[src/rtl/sdc_block_write_seq.sv]
// SD-card (SPI mode) single-block write data phase sequencer.
// Runs after CMD24 has been acknowledged. It sends the 0xFE start token, BLOCK_BYTES data bytes
// pulled from an upstream valid/ready byte source, and the CRC16 of those bytes. It then collects
// the card's data-response token and waits out card busy. One MOSI bit advances per tick strobe.
// Ports:
//   clk, resetN          system clock, asynchronous active-low reset
//   start                one-cycle pulse, begins a block write when idle
//   tick                 one-cycle bit strobe from the SCLK generator
//   dataIn/dataValid     upstream byte and its valid flag
//   dataReady            sequencer can take a byte (transfer on dataValid & dataReady)
//   mosi, miso, csN      SPI data out, data in (sampled on tick), active-low card select
//   busy, done           operation in progress, one-cycle completion pulse
//   errCode              0 ok, 1 underrun, 2 response timeout, 3 rejected, 4 busy timeout
//   respStatus           sss field of the data-response token
module sdc_block_write_seq #(
  parameter int unsigned BLOCK_BYTES    = 512,
  parameter int unsigned RESP_WAIT_BITS = 64,
  parameter int unsigned BUSY_TIMEOUT   = 65535
) (
  input  logic       clk,
  input  logic       resetN,
  input  logic       start,
  input  logic       tick,
  input  logic [7:0] dataIn,
  input  logic       dataValid,
  output logic       dataReady,
  output logic       mosi,
  input  logic       miso,
  output logic       csN,
  output logic       busy,
  output logic       done,
  output logic [2:0] errCode,
  output logic [2:0] respStatus
);

  localparam int unsigned TotalBits = 8 + 8 * BLOCK_BYTES + 16;
  localparam int unsigned BitW      = $clog2(TotalBits + 1);
  localparam int unsigned FetchW    = $clog2(BLOCK_BYTES + 1);
  localparam int unsigned WaitMax   = (RESP_WAIT_BITS > BUSY_TIMEOUT) ? RESP_WAIT_BITS
                                                                      : BUSY_TIMEOUT;
  localparam int unsigned WaitW     = $clog2(WaitMax + 1);

  localparam logic [BitW-1:0]   DataLast = BitW'(8 * BLOCK_BYTES - 1);
  localparam logic [BitW-1:0]   CrcLast  = BitW'(15);
  localparam logic [BitW-1:0]   RespLast = BitW'(3);
  localparam logic [FetchW-1:0] FetchMax = FetchW'(BLOCK_BYTES);
  localparam logic [WaitW-1:0]  RespMax  = WaitW'(RESP_WAIT_BITS);
  localparam logic [WaitW-1:0]  BusyMax  = WaitW'(BUSY_TIMEOUT);

  typedef enum logic [2:0] {
    StIdle, StToken, StData, StCrc, StResp, StBusy, StDone
  } state_e;

  state_e              state_q, state_d;
  logic [BitW-1:0]     bit_cnt_q, bit_cnt_d;
  logic [7:0]          shift_q, shift_d;
  logic [7:0]          hold_q, hold_d;
  logic                hold_vld_q, hold_vld_d;
  logic [FetchW-1:0]   fetched_q, fetched_d;
  logic [15:0]         crc_q, crc_d;
  logic [WaitW-1:0]    wait_q, wait_d;
  logic                resp_started_q, resp_started_d;
  logic [2:0]          resp_sh_q, resp_sh_d;
  logic [2:0]          err_q, err_d;
  logic [2:0]          status_q, status_d;

  logic                xfer;
  logic                boundary;
  logic [15:0]         crc_step;
  logic [WaitW-1:0]    wait_inc;

  always_comb begin
    state_d        = state_q;
    bit_cnt_d      = bit_cnt_q;
    shift_d        = shift_q;
    hold_d         = hold_q;
    hold_vld_d     = hold_vld_q;
    fetched_d      = fetched_q;
    crc_d          = crc_q;
    wait_d         = wait_q;
    resp_started_d = resp_started_q;
    resp_sh_d      = resp_sh_q;
    err_d          = err_q;
    status_d       = status_q;
    boundary       = 1'b0;
    mosi           = 1'b1;
    csN            = (state_q == StIdle) || (state_q == StDone);
    busy           = !csN;
    done           = (state_q == StDone);
    dataReady      = ((state_q == StToken) || (state_q == StData)) && !hold_vld_q &&
                     (fetched_q != FetchMax);
    xfer           = dataReady && dataValid;
    wait_inc       = wait_q + WaitW'(1);
    // CRC16-CCITT, MSB first, fed with the bit currently on MOSI
    crc_step       = {crc_q[14:0], 1'b0} ^ ((crc_q[15] ^ shift_q[7]) ? 16'h1021 : 16'h0000);

    unique case (state_q)
      StIdle: begin
        if (start) begin
          state_d        = StToken;
          bit_cnt_d      = '0;
          crc_d          = '0;
          err_d          = '0;
          status_d       = '0;
          fetched_d      = '0;
          hold_vld_d     = 1'b0;
          wait_d         = '0;
          resp_started_d = 1'b0;
        end
      end
      StToken: begin
        mosi = (bit_cnt_q[2:0] != 3'd7);  // 0xFE, MSB first
        if (tick) begin
          bit_cnt_d = bit_cnt_q + BitW'(1);
          if (bit_cnt_q[2:0] == 3'd7) begin
            state_d   = StData;
            bit_cnt_d = '0;
            boundary  = 1'b1;
          end
        end
      end
      StData: begin
        mosi = shift_q[7];
        if (tick) begin
          shift_d   = {shift_q[6:0], 1'b0};
          crc_d     = crc_step;
          bit_cnt_d = bit_cnt_q + BitW'(1);
          if (bit_cnt_q == DataLast) begin
            state_d   = StCrc;
            bit_cnt_d = '0;
          end else if (bit_cnt_q[2:0] == 3'd7) begin
            boundary = 1'b1;
          end
        end
      end
      StCrc: begin
        mosi = crc_q[15];
        if (tick) begin
          crc_d     = {crc_q[14:0], 1'b0};
          bit_cnt_d = bit_cnt_q + BitW'(1);
          if (bit_cnt_q == CrcLast) begin
            state_d   = StResp;
            bit_cnt_d = '0;
            wait_d    = '0;
          end
        end
      end
      StResp: begin
        if (tick) begin
          if (!resp_started_q) begin
            if (!miso) begin
              resp_started_d = 1'b1;
              bit_cnt_d      = '0;
            end else begin
              wait_d = wait_inc;
              if (wait_inc == RespMax) begin
                err_d   = 3'd2;
                state_d = StDone;
              end
            end
          end else if (bit_cnt_q == RespLast) begin
            // Trailing bit of the token: its value is not used
            status_d = resp_sh_q;
            wait_d   = '0;
            if (resp_sh_q == 3'b010) begin
              state_d = StBusy;
            end else begin
              err_d   = 3'd3;
              state_d = StDone;
            end
          end else begin
            resp_sh_d = {resp_sh_q[1:0], miso};
            bit_cnt_d = bit_cnt_q + BitW'(1);
          end
        end
      end
      StBusy: begin
        if (tick) begin
          if (miso) begin
            state_d = StDone;
          end else begin
            wait_d = wait_inc;
            if (wait_inc == BusyMax) begin
              err_d   = 3'd4;
              state_d = StDone;
            end
          end
        end
      end
      StDone: begin
        state_d    = StIdle;
        hold_vld_d = 1'b0;
      end
      default: state_d = StIdle;
    endcase

    // Holding buffer hands its byte to the shift register at each byte boundary; the freed
    // slot may be refilled in the same cycle.
    if (boundary) begin
      if (hold_vld_q) begin
        shift_d    = hold_q;
        hold_vld_d = 1'b0;
      end else begin
        err_d   = 3'd1;
        state_d = StDone;
      end
    end
    if (xfer) begin
      hold_d     = dataIn;
      hold_vld_d = 1'b1;
      fetched_d  = fetched_q + FetchW'(1);
    end
  end

  always_ff @(posedge clk or negedge resetN) begin
    if (!resetN) begin
      state_q        <= StIdle;
      bit_cnt_q      <= '0;
      shift_q        <= '0;
      hold_q         <= '0;
      hold_vld_q     <= 1'b0;
      fetched_q      <= '0;
      crc_q          <= '0;
      wait_q         <= '0;
      resp_started_q <= 1'b0;
      resp_sh_q      <= '0;
      err_q          <= '0;
      status_q       <= '0;
    end else begin
      state_q        <= state_d;
      bit_cnt_q      <= bit_cnt_d;
      shift_q        <= shift_d;
      hold_q         <= hold_d;
      hold_vld_q     <= hold_vld_d;
      fetched_q      <= fetched_d;
      crc_q          <= crc_d;
      wait_q         <= wait_d;
      resp_started_q <= resp_started_d;
      resp_sh_q      <= resp_sh_d;
      err_q          <= err_d;
      status_q       <= status_d;
    end
  end

  assign errCode    = err_q;
  assign respStatus = status_q;

endmodule

[config.mk]
export PLATFORM = sky130hd
export DESIGN_NAME = sdc_block_write_seq
export DESIGN_NICKNAME = d
export VERILOG_FILES = /design/src/rtl/sdc_block_write_seq.sv
export SDC_FILE = /design/constraint.sdc
export NUM_CORES = 1
export LEC_CHECK = 0
export ABC_AREA = 1
export CORE_UTILIZATION = 65
export CTS_CLUSTER_DIAMETER = 150
export DETAILED_ROUTE_END_ITERATION = 6
export PLACE_DENSITY = 0.82
export SLEW_MARGIN = 15
export SYNTH_ARGS = -nofsm -noshare
export SYNTH_HDL_FRONTEND = slang
export SYNTH_SLANG_ARGS = --single-unit
[constraint.sdc]
create_clock -name clk -period 2.7 [get_ports clk]
set_input_delay 0.405 -clock clk [delete_from_list [all_inputs] [get_ports clk]]
set_output_delay 0.405 -clock clk [all_outputs]
set_load 0.05 [all_outputs]
After elaboration in Yosys (flattened, before gate mapping) --
Cells that the tools add are included.
Storage, ports and cells: register bits 85, bits of input ports 14, output and inout bits 11, logic and storage cells 154
Operators by class: add/sub/neg operators 3, eq/ne operators 29, muxes and demuxes 86, bitwise operators 3, reduce and logical (&&, ||, !) cells 21
Operator list (count):
- 2-to-1 mux 16 bit | 11
- 2-to-1 mux 13 bit | 12
- 2-to-1 mux 3 bit | 33
- one-hot mux 13 bit (5 select lines) | 1
- one-hot mux 16 bit (4 select lines) | 1
- one-hot mux 16 bit (3 select lines) | 1
- 2-to-1 mux 8 bit | 4
- 2-to-1 mux 10 bit | 3
- inequality test 2 bit (second input constant) | 10
- one-hot mux 3 bit (6 select lines) | 1
- adder 16 x 1 -> 16 bit (second input constant) | 1
- equality test 16 bit (second input constant) | 1
- equality test 16 x 7 -> 1 bit (second input constant) | 1
- XOR 16 x 13 -> 16 bit | 1
- inequality test 3 bit (second input constant) | 5
- adder 13 x 1 -> 13 bit (second input constant) | 1
- equality test 13 x 12 -> 1 bit (second input constant) | 1
- equality test 13 x 2 -> 1 bit (second input constant) | 1
- equality test 13 x 4 -> 1 bit (second input constant) | 1
- equality test 3 bit (second input constant) | 4
- 2-to-1 mux 1 bit | 12
- adder 10 x 1 -> 10 bit (second input constant) | 1
- inequality test 10 bit (second input constant) | 1
- equality test 3 x 2 -> 1 bit (second input constant) | 3
- 22 further kinds | 31

Logic depth before layout (Yosys ltp) --
word-level depth 9, mapped depth 16, gate-level depth less buffers 16

Least setup slack after synthesis --
No wires, ideal clock.
path type register -> output, from register state_q[2], to output port busy, data arrival time 2562 ps, data required time 2295 ps, slack -267 ps, cell stages (with the launch flop) 7, buffers on the path 1, cell sequence dfrtp_1 -> buf_4 -> inv_1 -> nor3_1 -> inv_1 -> nand2_1 -> inv_1
Between the ends: longest elaborated chain between the ends 3, elaborated cells on any way between the ends 4, classes of those cells 1 x eq/ne; 3 x reduce/logical
Ends and longest elaborated chain:
- start: declaration | line 54 | state_e state_q, state_d;
- start signal: assignment | line 217 | state_q <= StIdle;
- start signal: assignment | line 230 | state_q <= state_d;
- equality test 3 bit
- via done | line 31 | output logic done,
- logical OR 1 bit | line 87 | csN = (state_q == StIdle) || (state_q == StDone);
- via csN | line 29 | output logic csN,
- zero test 1 bit | line 88 | busy = !csN;
- end: declaration | line 30 | output logic busy,
The timed path passes the listed nets, and every way through them passes these cells.

Worst setup path after layout --
from register state_q[2], to output port done
Between the ends: longest elaborated chain between the ends 1
Ends and longest elaborated chain:
- equality test 3 bit | line 89 | done = (state_q == StDone);
- end: declaration | line 31
Every way passes these cells.

==> results.ini <==
[floorplanning]
dieArea_um2=8310
core-area_um2=7727
io_pins=25
die_x_um=91.16
core.rowCount=32
start_util=0.6687
die_h_um=91.16

[logic_synthesis]
synthFlopType=dfrtp_1
synth_seq_area_share=0.4116
synthCells=659
syn_area_um2=5167
yosys_warnings=0
ys_types=46
ys_ff_latch=85
synth_edf_count=0
syn_nets=680
async_flop_share=1.000
avgSynthCellArea_um2=7.841

[sta]
skew_ns=0.01247
clock.fmax_mhz=401.1
finalSetupViolCount=0
min_period_over_period=0.9235
post-route-min-period_ns=2.493
rsz0062_at_grt=no
drv_slew=0
worst_pin_slew_ns=0.6196
hold_viol=0
fin_setup_tns_ns=0
slew-limit-headroom=0.5870

[critical_path]
slowest_stage=clkdlybuf4s50_1
startpoint_type=register
path_class=register to primary output
cp_num_buf_inv=2
required_ns=2.30
cpPeakStageDelay_ns=0.83
worstPathMaxFanout=8
worstPathArrival_ns=2.09
crit_family=buffers and inverters
path_cells=inv_1 -> nor3_2 -> clkdlybuf4s50_1
setup.worst_path.end_class=primary output

[placement]
gp_congestion=0.9023
post-dp-hpwl_mm=8.548
dp.cells=780
portBuffers=24

[clock_tree]
cts.htree.levels=3
path_clk_slew_ns=0.09
cts_hold_buffers=0
clock-sinks=85
cts_tree=done
cts_inserted_buffers=9
post_cts_resized=0
post-cts-setup-buffers=0
clock_latency_ns=0.36
clock-root-buffer=clkbuf_8
clockBufferDepth=2

[power]
cellLeakagePower_uw=0.002659
p_per_area_nw_per_um2=796.8
ir_drop_mv=0.7496

[global_routing]
grt_util_all_layers=0.3051
grt_pass1_vias=4472
grt_overflow=0
gr-usage-met1=0.3851
busiest_layer=met2
met3_usage=0.05528
grt_pass1_wl_mm=20.16
grt_max_degree=48
use_met2=0.5208
grt_antenna_before_repair=0

[finish]
utilization=0.7383
antenna_cells=0
syn_to_final_growth_pct=10.41
nets=710
drive_above_1_share=0.1571
layout.cells.non_filler=796

[routing]
wl_per_cell_um=14.46
drtIter0Drc=345
vias=4602
firstDrtPassIters=5
drc=0
antenna_left=0
viasPerCell=5.781
drt-total-wl_mm=11.51

[min_path]
min_path_type=input port to async pin

[flow_run]
maxCapViolCount=0

[status]
status=finished clean

state kept, by name, indices dropped and copies added (netlist names):
name            cells
resp_started_q      1
bit_cnt_q          13
hold_q              8
hold_vld_q          1
resp_sh_q           3
fetched_q          10
shift_q             8
wait_q             16
errCode             3
state_q             3
respStatus          3
crc_q              16
metal layers:
metal,wire length [µm],up-vias
li1,-,2223
met1,4731,2187
met2,5856,160
met3,626,32
met4,295,0
met5,0,-
stage by stage:
stage	hold slack, ns	cell area [µm²]	total power, µW	worst slack (ns)
floorplan	0.1094	5172	3145	0.2159
global placement	0.4565	5495	3554	0.3712
detailed placement	0.4608	5495	3618	0.3242
CTS	0.06448	5700	4553	0.02038
global route	0.08375	5705	4859	0.1269
finish	0.05126	5705	4546	0.2066
cell type report:
cell class                      instances  area [µm²]
Clock inverter                          7       81.33
Fill cell                             611        2022
Clock buffer                            9       123.9
Sequential cell                        85        2127
Tap cell                              102       127.6
Inverter                               96       367.9
Multi-Input combinational cell        467        2582
Timing Repair Buffer                   30       295.3
where the power goes:
| group | internal (µW) | switching, µW | total, µW |
|---|---|---|---|
| Clock | 438 | 487 | 926 |
| Combinational | 621 | 1210 | 1830 |
| Sequential | 1570 | 218 | 1790 |
| Total | 2630 | 1920 | 4550 |
synthesized netlist by cell type (4+ instances only):
cell type  number  share of area
nand2_1       147           0.11
dfrtp_1        85           0.41
inv_1          83          0.060
nor2_1         65          0.047
nand3_1        50          0.048
o21ai_0        44          0.043
nand2_2        19          0.023
nand4_1        19          0.023
a21oi_1        13          0.013
nor2_2         11          0.013
mux2_2         10          0.022
o22ai_1        10          0.012
inv_2           9         0.0065
ha_1            7          0.017
o22ai_2         7          0.017
o31ai_1         7          0.010
nor2_4          6          0.013
buf_6           5          0.011
nand3_2         5         0.0097
nor3_1          5         0.0048
o211ai_1        5         0.0073
o21ai_1         5         0.0048
xor2_1          5         0.0085
mux2_4          4          0.012
cells by family after synthesis:
kind of cell	after synthesis	synth area share
flip-flops	85	0.4116
AND/OR/NAND/NOR	337	0.3107
buffers and inverters	107	0.08959
XOR/XNOR	7	0.01186
adder cells (fa/ha/maj)	7	0.01695
multiplexers	17	0.03947
AO/OA/AOI/OAI	99	0.1199
cells in the final DEF, fill, tap and decap left out, types with 4 or more instances in the layout:
master,netlist,final
o31ai_1,7,7
o22ai_2,7,7
mux2_2,10,10
mux2_4,4,4
o21ai_0,44,44
o211ai_1,5,5
inv_1,83,83
nor3_1,5,4
nand3_1,50,50
o21ai_1,5,5
clkinv_4,1,4
clkdlybuf4s50_1,0,19
a21oi_1,13,13
nand2_1,147,147
inv_2,9,9
nor2_4,6,6
buf_4,1,8
nor2_2,11,11
ha_1,7,7
nand4_1,19,19
nand2_2,19,19
o22ai_1,10,10
nand3_2,5,5
clkbuf_8,1,9
nor2_1,65,65
xor2_1,5,5
dfrtp_1,85,85
worst reg2reg max path, cell delays in order (launching register included):
cell	delay (ns)
dfrtp_1	0.49
nor2_2	0.20
nand2_2	0.15
inv_2	0.21
nand2_1	0.12
o22ai_1	0.14
nor2_1	0.07
nand2_1	0.14
nor2_4	0.05
nand2_2	0.32
inv_1	0.11
nand2_1	0.07
o21ai_0	0.07
final timing paths:
| path | start | to | slack [ns] | cells past startpoint |
|---|---|---|---|---|
| worst min register to register | fetched_q[9] | fetched_q[9] | 0.49 | 1 |
| min in group clk | fetched_q[9] | fetched_q[9] | 0.49 | 1 |
| worst min-delay path | resetN | wait_q[8] | 0.05 | 1 |
| worst max register to register | state_q[0] | wait_q[0] | 0.45 | 12 |
| max in group asynchronous | resetN | bit_cnt_q[11] | 2.01 | 2 |
| worst max-delay path | state_q[2] | done | 0.21 | 3 |
No activity file was read; power rests on OpenSTA's default activity.
